--- config.mk ---
export PLATFORM = sky130hd
export DESIGN_NAME = bus_arbiter
export DESIGN_NICKNAME = d
export VERILOG_FILES = /design/src/rtl/bus_arbiter.sv
export SDC_FILE = /design/constraint.sdc
export NUM_CORES = 1
export LEC_CHECK = 0
export ABC_CLOCK_PERIOD_IN_PS = 2300
export BUFFER_PORTS_ARGS = -buffer_cell sky130_fd_sc_hd__clkbuf_2
export CAP_MARGIN = 10
export CORE_MARGIN = 2
export CORE_UTILIZATION = 46
export DETAILED_ROUTE_END_ITERATION = 10
export PLACE_DENSITY_LB_ADDON = 0.08
export SYNTH_ARGS = -nofsm -noshare
export SYNTH_HDL_FRONTEND = slang
export SYNTH_SLANG_ARGS = --single-unit
--- constraint.sdc ---
create_clock -name clock -period 2.3 [get_ports clock]
set_clock_uncertainty 0.1 [all_clocks]
set_input_delay 0.115 -clock clock [delete_from_list [all_inputs] [get_ports clock]]
set_output_delay 0.115 -clock clock [all_outputs]
set_load 0.05 [all_outputs]
--- src/rtl/bus_arbiter.sv ---
// bus_arbiter: two-master bus arbiter running setup / wait / ack transactions on a shared bus.
// Define ARBITER_ROUND_ROBIN_EN for round-robin tie-breaking; otherwise master 0 wins ties.
module bus_arbiter #(
    parameter int ADDR_WIDTH  = 19,
    parameter int DATA_WIDTH  = 8,
    parameter int WAIT_STATES = 1
) (
    input  logic                  clock,
    input  logic                  reset,
    input  logic                  m0_req,
    input  logic                  m0_write,
    input  logic [ADDR_WIDTH-1:0] m0_address,
    input  logic [DATA_WIDTH-1:0] m0_data_in,
    output logic [DATA_WIDTH-1:0] m0_data_out,
    output logic                  m0_ack,
    input  logic                  m1_req,
    input  logic                  m1_write,
    input  logic [ADDR_WIDTH-1:0] m1_address,
    input  logic [DATA_WIDTH-1:0] m1_data_in,
    output logic [DATA_WIDTH-1:0] m1_data_out,
    output logic                  m1_ack,
    output logic [ADDR_WIDTH-1:0] mem_address,
    output logic                  mem_write_en,
    output logic [DATA_WIDTH-1:0] mem_data_out,
    input  logic [DATA_WIDTH-1:0] mem_data_in,
    output logic [1:0]            owner
);
    typedef enum logic [1:0] {IDLE, SETUP, WAIT, ACK} state_t;

    localparam logic [3:0] WAIT_LOAD = (WAIT_STATES == 0) ? 4'd0 : 4'(WAIT_STATES - 1);

    state_t                  state;
    state_t                  state_next;
    logic [3:0]              count;
    logic                    lat_write;
    logic [ADDR_WIDTH-1:0]   lat_address;
    logic [DATA_WIDTH-1:0]   lat_data;
    logic                    any_req;
    logic                    pick_m1;
    logic                    ack_entry;

    assign any_req   = m0_req | m1_req;
    assign ack_entry = (state_next == ACK);

`ifdef ARBITER_ROUND_ROBIN_EN
    logic last_m1;
    // On a tie, serve whichever master was not acked last.
    assign pick_m1 = (m0_req & m1_req) ? ~last_m1 : m1_req;
`else
    assign pick_m1 = m1_req & ~m0_req;
`endif

    always_ff @(posedge clock or negedge reset) begin
        if (!reset)
            state <= IDLE;
        else
            state <= state_next;
    end

    always_comb begin
        state_next = (state == IDLE)  ? (any_req ? SETUP : IDLE) :
                     (state == SETUP) ? ((WAIT_STATES == 0) ? ACK : WAIT) :
                     (state == WAIT)  ? ((count == 4'd0) ? ACK : WAIT) :
                                        IDLE;
    end

    always_comb begin
        mem_address  = lat_address;
        mem_data_out = lat_data;
        mem_write_en = (state == SETUP) && lat_write;
        m0_ack       = (state == ACK) && (owner == 2'b01);
        m1_ack       = (state == ACK) && (owner == 2'b10);
    end

    always_ff @(posedge clock or negedge reset) begin
        if (!reset) begin
            count       <= 4'd0;
            lat_write   <= 1'b0;
            lat_address <= '0;
            lat_data    <= '0;
            owner       <= 2'b00;
            m0_data_out <= '0;
            m1_data_out <= '0;
        end else begin
            if (state == IDLE && any_req) begin
                lat_write   <= pick_m1 ? m1_write   : m0_write;
                lat_address <= pick_m1 ? m1_address : m0_address;
                lat_data    <= pick_m1 ? m1_data_in : m0_data_in;
                owner       <= pick_m1 ? 2'b10 : 2'b01;
            end
            if (state == ACK)
                owner <= 2'b00;
            if (state == SETUP)
                count <= WAIT_LOAD;
            else if (state == WAIT && count != 4'd0)
                count <= count - 4'd1;
            // Read data is taken from the bus on the edge that enters ACK.
            if (ack_entry && !lat_write && owner == 2'b01)
                m0_data_out <= mem_data_in;
            if (ack_entry && !lat_write && owner == 2'b10)
                m1_data_out <= mem_data_in;
        end
    end

`ifdef ARBITER_ROUND_ROBIN_EN
    always_ff @(posedge clock or negedge reset) begin
        if (!reset)
            last_m1 <= 1'b1;
        else if (ack_entry)
            last_m1 <= owner[1];
    end
`endif

endmodule

# Yosys cells after proc, flatten, opt, wreduce, memory -nomap -nowiden
# Index checks and enable logic that the tools add are counted.
dict set report word_totals {
  regBits 52
  output_inout_bits 48
  wordCells 45
}
dict set report op_classes {
  addsub 1
  n_eq_ne 6
  mux 13
  bitwise_logic 3
  reduce_logical 14
}
# op count
set ops {}
lappend ops {{$mux W19} 1}
lappend ops {{$mux W2} 6}
lappend ops {{$eq A2 B2 Y1 const B} 4}
lappend ops {{$logic_and A1 B1 Y1} 8}
lappend ops {{$mux W4} 2}
lappend ops {{$mux W8} 1}
lappend ops {{$eq A2 B1 Y1 const B} 2}
lappend ops {{$logic_not A4 Y1} 1}
lappend ops {{$reduce_bool A2 Y1} 2}
lappend ops {{$reduce_bool A4 Y1} 1}
lappend ops {{$sub A4 B1 Y4 const B} 1}
lappend ops {{$mux W1} 3}
lappend ops {{$logic_not A2 Y1} 1}
lappend ops {{$and A1 B1 Y1} 1}
lappend ops {{$logic_not A1 Y1} 1}
lappend ops {{$not A1 Y1} 1}
lappend ops {{$or A1 B1 Y1} 1}

# Depth between registers and ports, before layout
dict set report depth {
  ltp_word 8
  mapped_depth 7
}

# Worst setup path after synthesis
# No wires, ideal clock.
dict set report synth_path {
  kind {register to register}
  from {register count[0]}
  to {register m1_data_out[0]}
  setup_time_ns 0.125
  t_arrival_ns 1.574
  path_slack_ns 0.501
  path_stages_with_launch 7
  synth_period_minus_slack_ns 1.799
  path_cell_list {dfrtp_1 > inv_1 > ha_1 > nor3b_2 > nand3_2 > a21oi_4 > mux2_2}
}
dict set report synth_via {
  elab_chain_cells 8
}
# element line_no
set synth_lines {}
lappend synth_lines {{start, declared} 34} ;# logic [3:0] count;
lappend synth_lines {{start signal, assigned} 96} ;# count <= count - 4'd1;
lappend synth_lines {{$logic_not A4 Y1} 63} ;# (state == WAIT) ? ((count == 4'd0) ? ACK : WAIT) :
lappend synth_lines {{$mux W1} 63}
lappend synth_lines {{$mux W2} 63}
lappend synth_lines {{$mux W2} 62} ;# (state == SETUP) ? ((WAIT_STATES == 0) ? ACK : WAIT) :
lappend synth_lines {{$mux W2} 61} ;# state_next = (state == IDLE) ? (any_req ? SETUP : IDLE) :
lappend synth_lines {{$eq A2 B2 Y1} 43} ;# assign ack_entry = (state_next == ACK);
lappend synth_lines {{$logic_and A1 B1 Y1 (2 in a row)} 100} ;# if (ack_entry && !lat_write && owner == 2'b10)
lappend synth_lines {{end signal, assigned} 101} ;# m1_data_out <= mem_data_in;
lappend synth_lines {{end, declared} 20} ;# output logic [DATA_WIDTH-1:0] m1_data_out,
# Every way passes these cells.
# A chain may end at the register's enable or synchronous reset.

# Worst setup path in the final report
dict set report layout_path {
  from {input m0_req}
  to {register lat_address[14] (netlist: mem_address[14])}
}
dict set report layout_via {
  elab_chain_cells 3
}
# element line_no
set layout_lines {}
lappend layout_lines {{start, declared} 10} ;# input logic m0_req,
lappend layout_lines {{$not A1 Y1} 50} ;# assign pick_m1 = m1_req & ~m0_req;
lappend layout_lines {{$and A1 B1 Y1} 50}
lappend layout_lines {{$mux W19} 87} ;# lat_address <= pick_m1 ? m1_address : m0_address;
lappend layout_lines {{end signal, assigned} 87}
lappend layout_lines {{end, declared} 36} ;# logic [ADDR_WIDTH-1:0] lat_address;
# Parallel ways exist; a longest one is shown, timed or not.

==> impl_metrics.tcl <==
set metrics [dict create \
    dp.cells 380 \
    grt_setup_unrepaired "false" \
    p_leak_nw 1.66 \
    drt_pass1_iterations 4 \
    num_rows 26 \
    critPathBufInv 4 \
    placement.io_buffers 115 \
    power_frac_clock 0.110 \
    max-cap-violations 0 \
    vias_per_cell 4.70 \
    clock_latency_ps 300 \
    ys_types 28 \
    p_comb_frac 0.566 \
    post-cts-setup-buffer-count 0 \
    hold_viol 0 \
    power_switching_w 0.00258 \
    grt_usage 0.179 \
    vdd_drop_max_uv 894 \
    synth.avg_cell_area_um2 11.8 \
    required_ps 2370 \
    crit_slowest_cell "dlygate4sd3_1" \
    grt_pass1_vias 1700 \
    path_cells "dlygate4sd3_1, clkbuf_2, nor2b_4, buf_12, mux2i_1, dlygate4sd3_1, o21ai_0" \
    grt_max_degree 58 \
    place_ws_ps 298 \
    dieArea_um2 5730 \
    r2r_start "state[0]" \
    tns_ps 0 \
    cts-buffers-inserted 5 \
    synth_edf_count 0 \
    grt_remaining_overflow 0 \
    min_from "m0_data_in[3]" \
    fillCellCount 438 \
    drt-total-wl_um 5030 \
    worstMarginPinSlew_ps 666 \
    finalSetupViolCount 0 \
    switching_share 0.533 \
    ys_seq_elements 52 \
    cts.sinks 52 \
    num_vias 1893 \
    drc 0 \
    start_util 0.469 \
    hpwl_um 3790 \
    core_um2 5040 \
    endpoint_kind "flip-flop" \
    syn_inst 201 \
    power_density_nw_per_um2 1470 \
    cpMostUsedCell "dlygate4sd3_1" \
    min_period_ps 2100 \
    max_clock_freq_ghz 0.477 \
    clk_pin_slew_ps 90 \
    layout-drive-gt1-share 0.438 \
    worstPathArrival_ps 2170 \
    synth_area_um2 2370 \
    critical-path-top-delay-family "buffers and inverters" \
    htreeDepth 2 \
    finalMaxSlewViolations 0 \
    ant_nets 0 \
    p_seq_frac 0.324 \
    cts_tree "done" \
    cts-root-buf "clkbuf_8" \
    fin_cells 403 \
    diodes 0 \
    synth_nets 274 \
    die_x_um 75.7 \
    ys_async_sr_fraction 1.00 \
    drt_iter0_drc 36 \
    fin_crit_sh 0.912 \
    max_slew_margin 0.556 \
    seq_area_frac_synth 0.550 \
    cpPeakStageDelay_ps 550 \
    drt-wirelength-per-cell_um 12.5 \
    critical_path_class "input port to flip-flop" \
    synthFlopType "dfrtp_1" \
    internal_power_w 0.00225 \
    nNetsFinal 405 \
    hold_class "input port to flip-flop" \
    io_pins 116 \
    yosys_warnings 0 \
    worstPathMaxFanout 23 \
    area_growth_pct 38.7 \
    grt_pass1_wl_um 7760 \
    die_h_um 75.7 \
    place_congestion 0.691 \
    antenna_found_initial 0 \
    start_kind "input port" \
    utilization 0.651 \
    outcome "finished clean" \
    fin_ws_ps 203 \
    clockBufferDepth 2 \
    crit_start "m0_req" \
]
==> metrics by stage <==
step                area [um^2]  hold slack [ps]  power (W)
floorplan                  2370             -281    0.00366
global placement           3040             85.3    0.00428
detailed placement         3040             79.8    0.00433
CTS                        3280            0.519    0.00489
global route               3280             4.59    0.00514
finish                     3280             8.63    0.00483
==> state kept, by name (all words and copies together) (netlist names) <==
| name | cells |
|---|---|
| m1_data_out | 8 |
| m0_data_out | 8 |
| owner | 2 |
| count | 4 |
| lat_write | 1 |
| state | 2 |
| mem_data_out | 8 |
| mem_address | 19 |
==> kinds of logic (layout without fill, tap and decap cells) <==
kind of cell | after synthesis | count (layout) | synth area share
AO/OA/AOI/OAI | 36 | 36 | 0.0899
buffers and inverters | 13 | 145 | 0.0307
XOR/XNOR | 3 | 3 | 0.0111
adder cells (fa/ha/maj) | 5 | 5 | 0.0264
multiplexers | 44 | 44 | 0.195
AND/OR/NAND/NOR | 48 | 48 | 0.0973
flip-flops | 52 | 52 | 0.550
==> routing by layer <==
layer	share of wire	global-route usage	vias up
met5	0	0	-
met4	0.0080	0.0409	0
met3	0.061	0.0529	5
met2	0.51	0.314	63
met1	0.42	0.219	869
li1	-	-	956
==> worst min-delay path, cell delays in order <==
cell and delay, ps:
clkbuf_2 70, mux2i_1 50, o21ai_0 130
==> final cells by class <==
class / instances / area (um^2) / share of cell area
flip-flops and latches: 52 / 1300 / 0.396
multi-input cells: 136 / 1010 / 0.308
repair buffers: 133 / 773 / 0.236
well taps: 70 / 87.6 / 0.0267
clock buffers: 7 / 86.3 / 0.0263
inverters: 4 / 15.0 / 0.00457
clock inverters: 1 / 7.51 / 0.00229
==> placed cells by master, fill, tap and decap left out, drive strengths merged, types with 2 or more instances in the layout <==
master / n
nor2: 6
dfrtp: 52
nand2: 30
ha: 5
buf: 3
a21oi: 3
and3b: 3
mux2i: 28
dlygate4sd3: 15
mux2: 16
nand3b: 2
a211oi: 2
inv: 4
xnor2: 2
clkbuf: 122
o21ai: 29
nor2b: 2
==> power groups by stage <==
| stage | Combinational [W] | Sequential [W] | Clock, W |
|---|---|---|---|
| floorplan | 0.000737 | 0.00293 | 0 |
| global placement | 0.00270 | 0.00158 | 0 |
| detailed placement | 0.00275 | 0.00158 | 0 |
| CTS | 0.00276 | 0.00157 | 0.000556 |
| global route | 0.00292 | 0.00162 | 0.000596 |
| finish | 0.00273 | 0.00157 | 0.000532 |
==> cells in the mapped netlist, drive strengths merged, types with 2 or more instances <==
| master | instances | area, um^2 |
|---|---|---|
| dfrtp | 52 | 1300 |
| nand2 | 30 | 113 |
| o21ai | 29 | 145 |
| mux2i | 28 | 280 |
| mux2 | 16 | 180 |
| buf | 7 | 50.0 |
| nor2 | 6 | 22.5 |
| ha | 5 | 62.6 |
| inv | 4 | 15.0 |
| a21oi | 3 | 37.5 |
| and3b | 3 | 26.3 |
| a211oi | 2 | 15.0 |
| clkbuf | 2 | 7.51 |
| nand3b | 2 | 15.0 |
| nor2b | 2 | 12.5 |
| xnor2 | 2 | 17.5 |
==> final timing paths <==
kind,slack (ps),endpoint,cells past startpoint
min reg2reg,380,mem_address[6],2
max reg2reg,310,m1_data_out[6],6
max in group asynchronous,1260,mem_data_out[4],3
max,200,mem_address[14],7
min,9,mem_data_out[3],3
min in group asynchronous,270,mem_address[17],2
==> what timing repair did <==
item,CTS,global route
resized for setup,0,0
endpoints found under the hold margin,45,0
hold buffers,15,0
(Power assumes the default switching activity.)
